### config.mk
export PLATFORM = sky130hd
export DESIGN_NAME = mem_arbiter
export DESIGN_NICKNAME = d
export VERILOG_FILES = /design/src/rtl/fgba_pkg.sv /design/src/rtl/mem_arb_watchdog.sv /design/src/rtl/mem_arbiter.sv
export SDC_FILE = /design/constraint.sdc
export NUM_CORES = 1
export LEC_CHECK = 0
export ABC_AREA = 0
export CAP_MARGIN = 0
export CORE_ASPECT_RATIO = 1.75
export CORE_MARGIN = 4
export CORE_UTILIZATION = 45
export DETAILED_ROUTE_END_ITERATION = 10
export PLACE_DENSITY = 0.91
export SLEW_MARGIN = 5
export SYNTH_ARGS = -nofsm -noshare
export SYNTH_HDL_FRONTEND = slang
export SYNTH_HIERARCHICAL = 1
export SYNTH_SLANG_ARGS = --single-unit
### constraint.sdc
create_clock -name clk -period 8.44 [get_ports clk]
set_clock_uncertainty 0.1 [all_clocks]
set_input_delay 1.688 -clock clk [delete_from_list [all_inputs] [get_ports clk]]
set_output_delay 1.688 -clock clk [all_outputs]
set_load 0.02 [all_outputs]
### src/rtl/fgba_pkg.sv
// Shared definitions for the memory subsystem: access width encodings and
// the arbiter state encoding.
package fgba_pkg;

    localparam logic [1:0] W_BYTE    = 2'd0;
    localparam logic [1:0] W_HALF    = 2'd1;
    localparam logic [1:0] W_WORD    = 2'd2;
    localparam logic [1:0] W_ILLEGAL = 2'd3;

    typedef enum logic [1:0] {
        ARB_IDLE = 2'd0,
        ARB_BUSY = 2'd1,
        ARB_DONE = 2'd2
    } arb_state_e;

endpackage

### src/rtl/mem_arb_watchdog.sv
// Cycle counter that flags an access the memory has not acknowledged within
// TIMEOUT cycles; saturates at the expiry value until cleared.
module mem_arb_watchdog #(
    parameter int TIMEOUT = 64
) (
    input  logic clk,
    input  logic rst,
    input  logic clear,
    input  logic enable,
    output logic expire
);

    logic [7:0] count_reg;

    always_ff @(posedge clk or posedge rst) begin
        if (rst) begin
            count_reg <= '0;
        end else if (clear) begin
            count_reg <= '0;
        end else if (enable && !expire) begin
            count_reg <= count_reg + 8'd1;
        end
    end

    assign expire = (count_reg == 8'(TIMEOUT - 1));

endmodule

### src/rtl/mem_arbiter.sv
// Two-port arbiter sharing the system memory port between CPU (port 0) and
// DMA/graphics (port 1). Define MEM_ARB_ROUND_ROBIN_EN for round-robin ties.
module mem_arbiter
    import fgba_pkg::*;
#(
    parameter int TIMEOUT = 64,
    parameter int AW      = 32
) (
    input  logic          clk,
    input  logic          rst,
    input  logic          p0_req,
    input  logic [AW-1:0] p0_addr,
    input  logic [31:0]   p0_wdata,
    input  logic [1:0]    p0_width,
    input  logic          p0_write,
    output logic          p0_ok,
    output logic          p0_err,
    output logic [31:0]   p0_rdata,
    input  logic          p1_req,
    input  logic [AW-1:0] p1_addr,
    input  logic [31:0]   p1_wdata,
    input  logic [1:0]    p1_width,
    input  logic          p1_write,
    output logic          p1_ok,
    output logic          p1_err,
    output logic [31:0]   p1_rdata,
    output logic [AW-1:0] mem_addr,
    output logic [31:0]   mem_wdata,
    output logic [1:0]    mem_width,
    output logic          mem_read,
    output logic          mem_write,
    input  logic [31:0]   mem_rdata,
    input  logic          mem_ok
);

    localparam logic [1:0] S_IDLE = ARB_IDLE;
    localparam logic [1:0] S_BUSY = ARB_BUSY;
    localparam logic [1:0] S_DONE = ARB_DONE;

    logic [1:0]    state_reg;
    logic          port_reg;
    logic          write_reg;
    logic          last_grant_reg;

    logic          grant_valid;
    logic          grant_port;
    logic [AW-1:0] sel_addr;
    logic [31:0]   sel_wdata;
    logic [1:0]    sel_width;
    logic          sel_write;
    logic          wd_expire;

    always_comb begin
        grant_valid = p0_req | p1_req;
        grant_port  = p1_req;
        if (p0_req && p1_req) begin
`ifdef MEM_ARB_ROUND_ROBIN_EN
            grant_port = ~last_grant_reg;
`else
            grant_port = 1'b1 | last_grant_reg;
`endif
        end
        sel_addr  = grant_port ? p1_addr  : p0_addr;
        sel_wdata = grant_port ? p1_wdata : p0_wdata;
        sel_width = grant_port ? p1_width : p0_width;
        sel_write = grant_port ? p1_write : p0_write;
    end

    mem_arb_watchdog #(.TIMEOUT(TIMEOUT)) u_watchdog (
        .clk    (clk),
        .rst    (rst),
        .clear  ((state_reg == S_IDLE) && grant_valid),
        .enable (state_reg == S_BUSY),
        .expire (wd_expire)
    );

    // ok/err are raised on entry to DONE so they are high for exactly the DONE cycle.
    always_ff @(posedge clk or posedge rst) begin
        if (rst) begin
            state_reg      <= S_IDLE;
            port_reg       <= 1'b0;
            write_reg      <= 1'b0;
            last_grant_reg <= 1'b1;
            mem_addr       <= '0;
            mem_wdata      <= '0;
            mem_width      <= '0;
            mem_read       <= 1'b0;
            mem_write      <= 1'b0;
            p0_ok          <= 1'b0;
            p0_err         <= 1'b0;
            p0_rdata       <= '0;
            p1_ok          <= 1'b0;
            p1_err         <= 1'b0;
            p1_rdata       <= '0;
        end else begin
            p0_ok  <= 1'b0;
            p0_err <= 1'b0;
            p1_ok  <= 1'b0;
            p1_err <= 1'b0;
            case (state_reg)
                S_IDLE: begin
                    if (grant_valid) begin
                        port_reg  <= grant_port;
                        write_reg <= sel_write;
                        mem_addr  <= sel_addr;
                        mem_wdata <= sel_wdata;
                        mem_width <= sel_width;
                        if (sel_width == W_ILLEGAL) begin
                            state_reg <= S_DONE;
                            if (grant_port) begin
                                p1_ok  <= 1'b1;
                                p1_err <= 1'b1;
                            end else begin
                                p0_ok  <= 1'b1;
                                p0_err <= 1'b1;
                            end
                        end else begin
                            state_reg <= S_BUSY;
                            mem_read  <= ~sel_write;
                            mem_write <= sel_write;
                        end
                    end
                end
                S_BUSY: begin
                    if (mem_ok) begin
                        state_reg <= S_DONE;
                        mem_read  <= 1'b0;
                        mem_write <= 1'b0;
                        if (port_reg) begin
                            p1_ok <= 1'b1;
                            if (!write_reg) p1_rdata <= mem_rdata;
                        end else begin
                            p0_ok <= 1'b1;
                            if (!write_reg) p0_rdata <= mem_rdata;
                        end
                    end else if (wd_expire) begin
                        state_reg <= S_DONE;
                        mem_read  <= 1'b0;
                        mem_write <= 1'b0;
                        if (port_reg) begin
                            p1_ok    <= 1'b1;
                            p1_err   <= 1'b1;
                            p1_rdata <= '0;
                        end else begin
                            p0_ok    <= 1'b1;
                            p0_err   <= 1'b1;
                            p0_rdata <= '0;
                        end
                    end
                end
                S_DONE: begin
                    last_grant_reg <= port_reg;
                    state_reg      <= S_IDLE;
                end
                default: state_reg <= S_IDLE;
            endcase
        end
    end

endmodule

==> summary.txt <==
Clocking
  • Number of sinks driven by the clock tree: 148
  • Max H-tree Level: 4
  • CTS buffer count: 17
  • Register clock-pin slew on the reported worst setup and hold paths: 0.07 ns
  • Clock tree from TritonCTS: yes
  • Cts repair resizes: 0
  • Later-pin clock latency in the skew report: 0.41 ns
  • Library cell used as clock root buffer: sky130_fd_sc_hd__clkbuf_16
  • Hold buffers post-CTS: 0
  • Postcts setup bufs: 0
  • Maximum root-to-sink buffer count: 2

Placed design
  • Number of I/O port buffers: 306
  • GPL Wtd Cong: 0.843
  • DP Area: 9690 um2
  • Total placed cells including tap cells: 1070
  • Half-perimeter wire length after placement: 14400 um

Floorplan
  • Area of the core: 14500 um2
  • Row cnt: 58
  • Initial standard-cell utilization of the core: 0.463
  • Height of the die: 170 um
  • Die ar.: 17000 um2
  • Horizontal extent of the die: 100 um
  • Top-Level Pins: 307

Setup path
  • Startpoint type of the worst setup path: primary input
  • Number of cell instances on the worst register-to-register path: 8
  • Capturing element of the worst setup path: p1_rdata[17]
  • Type of the worst setup path: in -> reg
  • Critical path endpoint category: flip-flop
  • Worst setup path startpoint: mem_ok
  • Largest driver fanout on the critical path: 64
  • Arrival time worst endpoint: 4.10 ns
  • Endpoint of the most critical register-to-register path: p1_rdata[17]
  • Minimum setup slack among reg-to-reg paths: 5.56 ns
  • Launching point of the worst reg2reg path: u_watchdog/count_reg[0]
  • WP data required: 8.60 ns

GRT
  • Gr usage total: 0.223
  • Initial antenna violation count: 0
  • Remaining global-route overflow: 0
  • Pin count of the biggest net entering global routing: 96
  • Number of global-route vias before repair: 5847
  • First-pass GRT wire length: 29700 um

STA
  • Total setup violations reported at the end of the flow: 0
  • Setup TNS after final layout: 0 ns
  • Fin. max-slew vios: 0
  • Fmax achieved: 254 MHz
  • Transition at the pin with the smallest max-transition slack: 1.06 ns
  • Max-Slew Margin vs Limit: 0.291
  • Minimum clock period after layout: 3.94 ns
  • Setup repair after global routing missed its margin: no
  • Period utilization: 0.466
  • Number of hold violations in the final report: 0

Route
  • Pre-Repair DR Iteration Count: 5
  • Overall via count from detail_route: 5586
  • Total wire length: 19100 um
  • Detailed-route wire length per cell: 17.3 um
  • Post-route antenna net violation count: 0
  • Via density: 5.07
  • Drt initial violations: 158
  • Remaining design rule violation count: 0

Pwr
  • Power density over the cells: 363 nW/um2
  • Leakage power: 4.47 nW
  • Worst VDD drop: 0.253 mV

Synth
  • Share of synthesized area occupied by flip-flops and latches: 0.551
  • Most used flip-flop cell after synthesis: sky130_fd_sc_hd__dfrtp_1
  • Post-synth ARST share: 1.00
  • Netlist area before placement: 6720 um2
  • Number of enable flip-flop cells after synthesis: 0
  • Synthesized area per cell: 10.8 um2
  • Mapped Nets: 794
  • Register bit count reported by yosys: 148
  • Yosys warning total: 6
  • Number of distinct standard cells referenced by the synthesized netlist: 48
  • Number of cells produced by synthesis: 622

Final layout
  • Final net count: 1081
  • Ant diodes: 0
  • Non-Filler Instances: 1102
  • Final core utilization: 0.712
  • Most common cell after layout, fill and taps aside: sky130_fd_sc_hd__clkdlybuf4s50_1
  • Ratio of cells with drive above 1 in the final layout: 0.115
  • Synthesis-to-layout area growth: 53.6%
  • Commonest cells after routing, fill and taps aside: 305 x sky130_fd_sc_hd__clkdlybuf4s50_1, 148 x sky130_fd_sc_hd__dfrtp_1, 102 x sky130_fd_sc_hd__nand2_1, 74 x sky130_fd_sc_hd__a21oi_1, 70 x sky130_fd_sc_hd__nor2_1
  • Final std cell area, no fill: 10300 um2
  • Fill cell total of the finished layout: 1047

Outcome
  • Result of the run: finished, final reports clean

Hold path
  • Hold crit path type: reg -> reg

Run
  • Max Cap Viol: 0
## worst max-delay path, stage by stage
cell and delay [ns]:
sky130_fd_sc_hd__clkdlybuf4s50_1 0.45, sky130_fd_sc_hd__buf_4 0.34, sky130_fd_sc_hd__or2_4 0.24, sky130_fd_sc_hd__nand4_4 0.81, sky130_fd_sc_hd__nand2_1 0.41, sky130_fd_sc_hd__o21ai_2 0.11
## logic make-up after synthesis
kind of cell,share of synthesized area
compound gates,0.152
fa+ha+maj,0.00186
buf+inv,0.0556
flops,0.551
mux,0.106
simple gates,0.133
## power by group
part	internal (W)	switching (W)	leakage (nW)
registers	0.00102	0.000183	1.81
logic	0.000790	0.000937	2.35
clock network	0.000509	0.000312	0.310
total	0.00232	0.00143	4.47
## synth_stat cells (2+ instances only)
library cell	n	area (um2)
sky130_fd_sc_hd__nor3_1	4	20.0
sky130_fd_sc_hd__buf_6	22	248
sky130_fd_sc_hd__a31oi_1	2	12.5
sky130_fd_sc_hd__clkbuf_1	2	7.51
sky130_fd_sc_hd__nor2b_1	2	12.5
sky130_fd_sc_hd__o21ai_1	8	40.0
sky130_fd_sc_hd__mux2_4	2	30.0
sky130_fd_sc_hd__nand4b_1	2	17.5
sky130_fd_sc_hd__nand2_1	102	383
sky130_fd_sc_hd__o21ai_2	52	455
sky130_fd_sc_hd__mux2i_1	67	671
sky130_fd_sc_hd__a2bb2oi_1	2	17.5
sky130_fd_sc_hd__o21ai_0	9	45.0
sky130_fd_sc_hd__a21oi_1	74	370
sky130_fd_sc_hd__dfrtp_1	148	3700
sky130_fd_sc_hd__nand3_1	3	15.0
sky130_fd_sc_hd__nor2_1	70	263
sky130_fd_sc_hd__buf_2	15	75.1
sky130_fd_sc_hd__nand2b_1	3	18.8
sky130_fd_sc_hd__inv_1	4	15.0
sky130_fd_sc_hd__buf_4	2	15.0
## layer usage
layer,vias up,GRT usage,share of wire
li1,2718,-,-
met1,2597,0.244,0.36
met2,235,0.402,0.54
met3,36,0.0617,0.070
met4,0,0.0891,0.032
met5,-,0,0
## final cells by class
cell class	instances	area (um2)	area share
clock buffers	19	443	0.0429
clock inverters	13	196	0.0190
inverters	4	20.0	0.00194
multi-input cells	428	2650	0.257
flip-flops and latches	148	3700	0.358
well taps	180	225	0.0218
repair buffers	310	3090	0.299
## worst min path at each step
stage / from / to / cells past startpoint
global placement: p1_rdata[22] / p1_rdata[22] / 2
finish: p1_rdata[10] / p1_rdata[10] / 2
floorplan: write_reg / write_reg / 2
detailed placement: p1_rdata[15] / p1_rdata[15] / 2
CTS: p0_rdata[15] / p0_rdata[15] / 2
global route: p1_rdata[21] / p1_rdata[21] / 2
## stage by stage
| stage | total power (W) | hold WS, ns | setup slack, ns |
|---|---|---|---|
| floorplan | 0.00217 | 0.395 | 2.90 |
| global placement | 0.00289 | 0.360 | 4.18 |
| detailed placement | 0.00295 | 0.364 | 4.10 |
| CTS | 0.00379 | 0.379 | 4.47 |
| global route | 0.00397 | 0.399 | 4.32 |
| finish | 0.00375 | 0.377 | 4.50 |
Note: power is estimated with default switching activity, not from simulation.
